$ cat config.mk
export PLATFORM = sky130hd
export DESIGN_NAME = instruction_fetch_controller
export DESIGN_NICKNAME = d
export VERILOG_FILES = /design/src/rtl/instr_mem_pkg.sv /design/src/rtl/fetch_fifo.sv /design/src/rtl/instruction_fetch_controller.sv
export SDC_FILE = /design/constraint.sdc
export NUM_CORES = 1
export LEC_CHECK = 0
export CAP_MARGIN = 20
export CELL_PAD_IN_SITES_DETAIL_PLACEMENT = 1
export CELL_PAD_IN_SITES_GLOBAL_PLACEMENT = 1
export CORE_MARGIN = 2
export CORE_UTILIZATION = 43
export CTS_CLUSTER_SIZE = 28
export DETAILED_ROUTE_END_ITERATION = 8
export HOLD_SLACK_MARGIN = 0.15
export PLACE_DENSITY_LB_ADDON = 0.25
export SLEW_MARGIN = 20
export SYNTH_ARGS = -nofsm -noshare
export SYNTH_HDL_FRONTEND = slang
export SYNTH_SLANG_ARGS = --single-unit
$ cat constraint.sdc
create_clock -name clk -period 5.41 [get_ports clk]
set_clock_uncertainty 0.2 [all_clocks]
set_input_delay 0.8115 -clock clk [delete_from_list [all_inputs] [get_ports clk]]
set_output_delay 0.8115 -clock clk [all_outputs]
set_load 0.03 [all_outputs]
$ cat src/rtl/instr_mem_pkg.sv
// rtl/instr_mem_pkg.sv - shared constants and types for the instruction fetch path
package instr_mem_pkg;

  localparam logic [31:0] IMEM_BOOT_ADDRESS    = 32'h0100_0000;
  localparam logic [31:0] IMEM_BASE_ADDRESS    = 32'h0100_0000;
  localparam int          IMEM_SIZE_WORDS      = 1024;
  localparam int          IMEM_FIFO_DEPTH      = 4;
  localparam logic [31:0] IMEM_NOP_INSTRUCTION = 32'h1111_1111;

  typedef enum logic [1:0] {
    ST_IDLE,
    ST_FETCH,
    ST_HALTED
  } fetch_state_e;

  typedef struct packed {
    logic [31:0] instr;
    logic [31:0] pc;
    logic        fault;
  } fetch_entry_t;

  // Window end is formed in 33 bits so a window touching the top of memory cannot wrap.
  function automatic logic pc_outside_window(input logic [31:0] pc,
                                             input logic [31:0] base,
                                             input int unsigned words);
    logic [32:0] limit;
    limit = {1'b0, base} + (33'(words) << 2);
    return (pc < base) || ({1'b0, pc} >= limit);
  endfunction

endpackage

$ cat src/rtl/fetch_fifo.sv
// rtl/fetch_fifo.sv - prefetch FIFO with flush, async active-low reset
module fetch_fifo #(
  parameter int DEPTH = 4,
  parameter int WIDTH = 32
) (
  input  logic                   clk,
  input  logic                   rst_n,
  input  logic                   flush,
  input  logic                   push,
  input  logic [WIDTH-1:0]       push_data,
  input  logic                   pop,
  output logic [WIDTH-1:0]       pop_data,
  output logic [$clog2(DEPTH):0] count,
  output logic                   full,
  output logic                   empty
);

  localparam int AW = $clog2(DEPTH);
  localparam int CW = AW + 1;

  logic [WIDTH-1:0] mem [DEPTH];
  logic [AW-1:0]    wr_ptr;
  logic [AW-1:0]    rd_ptr;
  logic             do_push;
  logic             do_pop;

  assign full     = (count == CW'(DEPTH));
  assign empty    = (count == '0);
  assign do_pop   = pop && !empty;
  // A full FIFO still accepts a write when the head leaves in the same cycle.
  assign do_push  = push && (!full || do_pop);
  assign pop_data = mem[rd_ptr];

  always_ff @(posedge clk) begin
    if (do_push && !flush) mem[wr_ptr] <= push_data;
  end

  always_ff @(posedge clk or negedge rst_n) begin
    if (!rst_n) begin
      wr_ptr <= '0;
      rd_ptr <= '0;
      count  <= '0;
    end else if (flush) begin
      wr_ptr <= '0;
      rd_ptr <= '0;
      count  <= '0;
    end else begin
      if (do_push) wr_ptr <= wr_ptr + AW'(1);
      if (do_pop)  rd_ptr <= rd_ptr + AW'(1);
      if (do_push && !do_pop)      count <= count + CW'(1);
      else if (!do_push && do_pop) count <= count - CW'(1);
    end
  end

endmodule

$ cat src/rtl/instruction_fetch_controller.sv
// rtl/instruction_fetch_controller.sv - fetch PC sequencing, credit-gated reads, prefetch to decode
module instruction_fetch_controller
  import instr_mem_pkg::*;
#(
  parameter logic [31:0] BOOT_ADDRESS    = IMEM_BOOT_ADDRESS,
  parameter logic [31:0] BASE_ADDRESS    = IMEM_BASE_ADDRESS,
  parameter int          MEM_SIZE        = IMEM_SIZE_WORDS,
  parameter int          FIFO_DEPTH      = IMEM_FIFO_DEPTH,
  parameter logic [31:0] NOP_INSTRUCTION = IMEM_NOP_INSTRUCTION
) (
  input  logic        clk,
  input  logic        resetN,
  input  logic        start,
  input  logic        halt,
  input  logic        redirectValid,
  input  logic [31:0] redirectTarget,
  output logic        imemReadEnable,
  output logic [31:0] imemAddress,
  input  logic [31:0] imemInstruction,
  output logic        outValid,
  input  logic        outReady,
  output logic [31:0] outInstruction,
  output logic [31:0] outPc,
  output logic        outFault,
  output logic        busy
);

  localparam int CW = $clog2(FIFO_DEPTH) + 1;

  fetch_state_e  state;
  fetch_state_e  state_next;
  logic [31:0]   fetch_pc;
  logic [31:0]   pending_pc;
  logic          pending;
  logic          issue;
  logic          fifo_push;
  logic          fifo_pop;
  logic          fifo_full;
  logic          fifo_empty;
  logic [CW-1:0] fifo_count;
  fetch_entry_t  fifo_wdata;
  fetch_entry_t  fifo_head;

  always_ff @(posedge clk or negedge resetN) begin
    if (!resetN) state <= ST_IDLE;
    else         state <= state_next;
  end

  always_comb begin
    state_next = state;
    unique case (state)
      ST_IDLE:   if (start && !halt) state_next = ST_FETCH;
      ST_FETCH:  if (halt)           state_next = ST_HALTED;
      ST_HALTED: if (start && !halt) state_next = ST_FETCH;
      default:                       state_next = ST_IDLE;
    endcase
    // A redirect holds the state, but a halt arriving with it still takes effect.
    if (redirectValid && state_next == ST_FETCH) state_next = state;
  end

  always_comb begin
    // Credit uses occupancy at cycle start; a same-cycle pop does not free a slot.
    issue          = (state == ST_FETCH) && !redirectValid &&
                     (int'(fifo_count) + int'(pending) < FIFO_DEPTH);
    fifo_push      = pending && !redirectValid;
    outValid       = !fifo_empty && !redirectValid;
    fifo_pop       = outValid && outReady;
    outInstruction = fifo_empty ? NOP_INSTRUCTION : fifo_head.instr;
    outPc          = fifo_empty ? 32'h0 : fifo_head.pc;
    outFault       = !fifo_empty && fifo_head.fault;
    imemReadEnable = issue;
    imemAddress    = fetch_pc;
    busy           = (state == ST_FETCH) || pending || !fifo_empty;
  end

  assign fifo_wdata = '{instr: imemInstruction,
                        pc:    pending_pc,
                        fault: pc_outside_window(pending_pc, BASE_ADDRESS, MEM_SIZE)};

  always_ff @(posedge clk or negedge resetN) begin
    if (!resetN) begin
      fetch_pc   <= BOOT_ADDRESS;
      pending    <= 1'b0;
      pending_pc <= '0;
    end else if (redirectValid) begin
      fetch_pc <= redirectTarget & 32'hFFFF_FFFC;
      pending  <= 1'b0;
    end else begin
      pending <= issue;
      if (issue) begin
        pending_pc <= fetch_pc;
        fetch_pc   <= fetch_pc + 32'd4;
      end
    end
  end

  fetch_fifo #(
    .DEPTH (FIFO_DEPTH),
    .WIDTH ($bits(fetch_entry_t))
  ) u_fifo (
    .clk       (clk),
    .rst_n     (resetN),
    .flush     (redirectValid),
    .push      (fifo_push),
    .push_data (fifo_wdata),
    .pop       (fifo_pop),
    .pop_data  (fifo_head),
    .count     (fifo_count),
    .full      (fifo_full),
    .empty     (fifo_empty)
  );

  always_ff @(posedge clk) begin
    if (resetN) assert (!(fifo_push && fifo_full && !fifo_pop));
  end

endmodule
==> out/results.ini <==
[sta]
maxSlewHeadroom_pct = 30.8
setup-tns-final_ns = 0
fmax_mhz = 240
timing.final.hold_violations = 0
worst_pin_slew_ns = 1.04
finalSetupViolations = 0
rsz0062_at_grt = no
report.final.slew_viol_count = 0
min_period_over_period_pct = 77.1
min_period_ns = 4.17

[power]
ir_worst_vdd_uv = 225
p_clk_share_pct = 27.6
p_per_area_nw_per_um2 = 486
cellLeakagePower_nw = 5.29
net-switching-power_w = 0.00250
internal-power_w = 0.00537
seq_power_share_pct = 42.2
power.share.switching_pct = 31.8
combPwrFrac_pct = 30.2

[global_routing]
overflow = 0
grt_antenna_before_repair = 2
grt.total_usage_pct = 18.7
grt_pass1_vias = 7702
grt_first_pass_wirelength_um = 44800
grt_max_degree = 71

[route]
detailedRoute.firstIterationViolations = 434
routed.top_layer = met5
drt.antenna.violating_nets = 0
route.vias.total = 7241
routed_via_density = 5.44
metal3_wl_um = 1350
met2_wirelength_um = 14600
wire_per_inst_um = 21.7
totalWireLength_um = 28900
met1_length_um = 12300
dr.pass1.iters = 4
drcViolationCount = 0

[setup_path]
worstSetupPathType = reg -> out
worst_ep_arrival_time_ns = 3.16
timing.critical_path.from = u_fifo.rd_ptr[0]$_DFFE_PN0P_
setup.worst_path.start_class = flop
cp_data_required_time_ns = 4.40
element_type_at_the_critical_path_end = output port
worstPathMaxFanout = 38
critical_path.reg2reg.startpoint = imemAddress[2]$_DFFE_PN0N_

[floorplanning]
placementRows = 63
die-width_um = 178
num_io_pins = 170
die_area_um2 = 31800
floorplan.initialDensity_pct = 43.8
fp.coreArea_um2 = 29800
die_height_um = 178

[finish]
post-route-cell-area_um2 = 16200
synthToLayoutAreaGrowth_pct = 24.0
final_nets = 992
antenna-diode-count = 0
fin_util_pct = 54.3
layout.filler_cells = 2795
drive_gt1_share_pct = 18.7

[placement]
place.port_buffers = 163
globalplace.congestion = 0.722
place_hpwl_um = 17900
placed_cell_area_um2 = 15100

[synthesis]
synthDominantCellAreaShare_pct = 58.0
biggest_area_contributors_in_the_synthesized_netlist = sky130_fd_sc_hd__edfxtp_1, sky130_fd_sc_hd__dfrtp_1, sky130_fd_sc_hd__mux4_2
ys.flop_type = sky130_fd_sc_hd__edfxtp_1
syn_avg_cell_area_um2 = 17.5
yosys_register_bits = 322
count_of_mapped_cells_out_of_synthesis = 746
synth_top_cell_by_area = sky130_fd_sc_hd__edfxtp_1
synth_seq_area_share_pct = 71.4
area_of_the_mapped_netlist_um2 = 13100
synth-edff-count = 252
netlist-cell-type-count = 53
async_flop_share_pct = 21.7
synth.yosys.warnings = 0

[cts]
postCtsSetupRepairBufs = 0
gates_resized_cts_repair = 0
tritoncts.num_buffers = 34
clk_latency_ns = 0.50
clock_tree.root_cell = sky130_fd_sc_hd__clkbuf_16
clk_pin_slew_ns = 0.06
ctsHoldBuffers = 0
htree_levels = 2
cts_tree = done
number_of_buffers_between_clock_root_and_the_deepest_sink = 3
cts.sinks = 322

[run]
max-cap-violations = 0

[run_status]
run_status = complete, no violations

[hold_path]
min-delay-path-class = in -> async

[flip-flops by register name, summed over array words and instances, names as in the netlist]
| register | flops |
|---|---|
| imemAddress | 30 |
| pending | 1 |
| pending_pc | 30 |
| state | 2 |
| u_fifo.count | 3 |
| u_fifo.mem | 252 |
| u_fifo.rd_ptr | 2 |
| u_fifo.wr_ptr | 2 |
[layout make-up]
cell class | count | area [µm²] | area share, %
Timing Repair Buffer | 172 | 1760 | 10.9
Clock inverter | 11 | 48.8 | 0.301
Tap cell | 390 | 488 | 3.01
Multi-Input combinational cell | 373 | 3520 | 21.7
Clock buffer | 51 | 998 | 6.17
Sequential cell | 322 | 9330 | 57.6
Inverter | 13 | 48.8 | 0.301
[final timing paths]
path | endpoint | depth (start not counted) | slack (ns)
max | outInstruction[8] | 4 | 1.24
min | imemAddress[16]$_DFFE_PN0N_ | 1 | 0.23
max reg2reg | imemAddress[28]$_DFFE_PN0N_ | 5 | 2.20
min reg2reg | u_fifo.mem[2][12]$_DFFE_PP_ | 0 | 0.32
max in group asynchronous | u_fifo.rd_ptr[1]$_DFFE_PN0P_ | 1 | 4.04
min in group clk | u_fifo.mem[2][12]$_DFFE_PP_ | 0 | 0.32
[Yosys cell counts, types with 3 or more instances]
| master | number |
|---|---|
| sky130_fd_sc_hd__edfxtp_1 | 252 |
| sky130_fd_sc_hd__dfrtp_1 | 69 |
| sky130_fd_sc_hd__mux4_2 | 63 |
| sky130_fd_sc_hd__nor2b_1 | 57 |
| sky130_fd_sc_hd__nor2_1 | 33 |
| sky130_fd_sc_hd__mux2_2 | 31 |
| sky130_fd_sc_hd__clkbuf_1 | 23 |
| sky130_fd_sc_hd__o21ai_0 | 23 |
| sky130_fd_sc_hd__a31oi_1 | 22 |
| sky130_fd_sc_hd__nand2_1 | 22 |
| sky130_fd_sc_hd__inv_1 | 12 |
| sky130_fd_sc_hd__o31ai_1 | 12 |
| sky130_fd_sc_hd__or3_1 | 11 |
| sky130_fd_sc_hd__nand3_1 | 10 |
| sky130_fd_sc_hd__nand4_1 | 10 |
| sky130_fd_sc_hd__buf_2 | 9 |
| sky130_fd_sc_hd__or2_2 | 8 |
| sky130_fd_sc_hd__nor4_1 | 7 |
| sky130_fd_sc_hd__or4_1 | 7 |
| sky130_fd_sc_hd__ha_1 | 5 |
| sky130_fd_sc_hd__xnor2_1 | 5 |
| sky130_fd_sc_hd__and2_1 | 4 |
| sky130_fd_sc_hd__buf_4 | 4 |
| sky130_fd_sc_hd__nor3_1 | 4 |
| sky130_fd_sc_hd__xor2_1 | 4 |
| sky130_fd_sc_hd__and3_1 | 3 |
| sky130_fd_sc_hd__and4_2 | 3 |
| sky130_fd_sc_hd__nor3b_1 | 3 |
[layer usage]
metal	global-route usage (%)	vias to the layer above
met5	0	-
met4	4.64	4
met3	2.92	45
met2	32.3	180
met1	25.1	3742
li1	-	3270
[through the flow]
step | setup slack [ns] | std cells | hold WS (ns) | total power, W
floorplan | 1.71 | 749 | 0.272 | 0.00478
global placement | 1.70 | 1270 | 0.291 | 0.00576
detailed placement | 1.69 | 1270 | 0.308 | 0.00580
CTS | 1.14 | 1332 | 0.279 | 0.00799
global route | 1.05 | 1332 | 0.303 | 0.00824
finish | 1.24 | 1332 | 0.232 | 0.00787
[worst max-delay path: stages, from the launching register on]
cell                              delay [ns]
sky130_fd_sc_hd__dfrtp_4                0.82
sky130_fd_sc_hd__buf_12                 0.39
sky130_fd_sc_hd__mux4_2                 0.56
sky130_fd_sc_hd__or2_2                  0.29
sky130_fd_sc_hd__clkdlybuf4s50_1        0.59
[kinds of logic after synthesis]
| kind of cell | synth area share, % |
|---|---|
| compound gates | 2.87 |
| xor+xnor | 0.604 |
| fa+ha+maj | 0.632 |
| buf+inv | 1.93 |
| flops | 71.4 |
| mux | 13.7 |
| other cells | 0.0287 |
| simple gates | 8.86 |
[power by group through the flow]
stage	Clock, W	Combinational (W)	Sequential (W)
finish	0.00217	0.00238	0.00332
detailed placement	0	0.00242	0.00338
global placement	0	0.00240	0.00336
floorplan	0	0.00155	0.00322
global route	0.00232	0.00254	0.00338
CTS	0.00223	0.00243	0.00333
[cell usage in the layout, fill, tap and decap left out, types with 11 or more instances in the layout]
cell type / count
sky130_fd_sc_hd__edfxtp_1: 252
sky130_fd_sc_hd__clkdlybuf4s50_1: 162
sky130_fd_sc_hd__dfrtp_1: 67
sky130_fd_sc_hd__mux4_2: 63
sky130_fd_sc_hd__nor2b_1: 57
sky130_fd_sc_hd__clkbuf_16: 37
sky130_fd_sc_hd__nor2_1: 32
sky130_fd_sc_hd__mux2_2: 31
sky130_fd_sc_hd__o21ai_0: 23
sky130_fd_sc_hd__nand2_1: 22
sky130_fd_sc_hd__a31oi_1: 22
sky130_fd_sc_hd__inv_1: 12
sky130_fd_sc_hd__o31ai_1: 12
sky130_fd_sc_hd__clkbuf_1: 12
sky130_fd_sc_hd__or3_1: 11
Power figures use the tool's default switching activity.
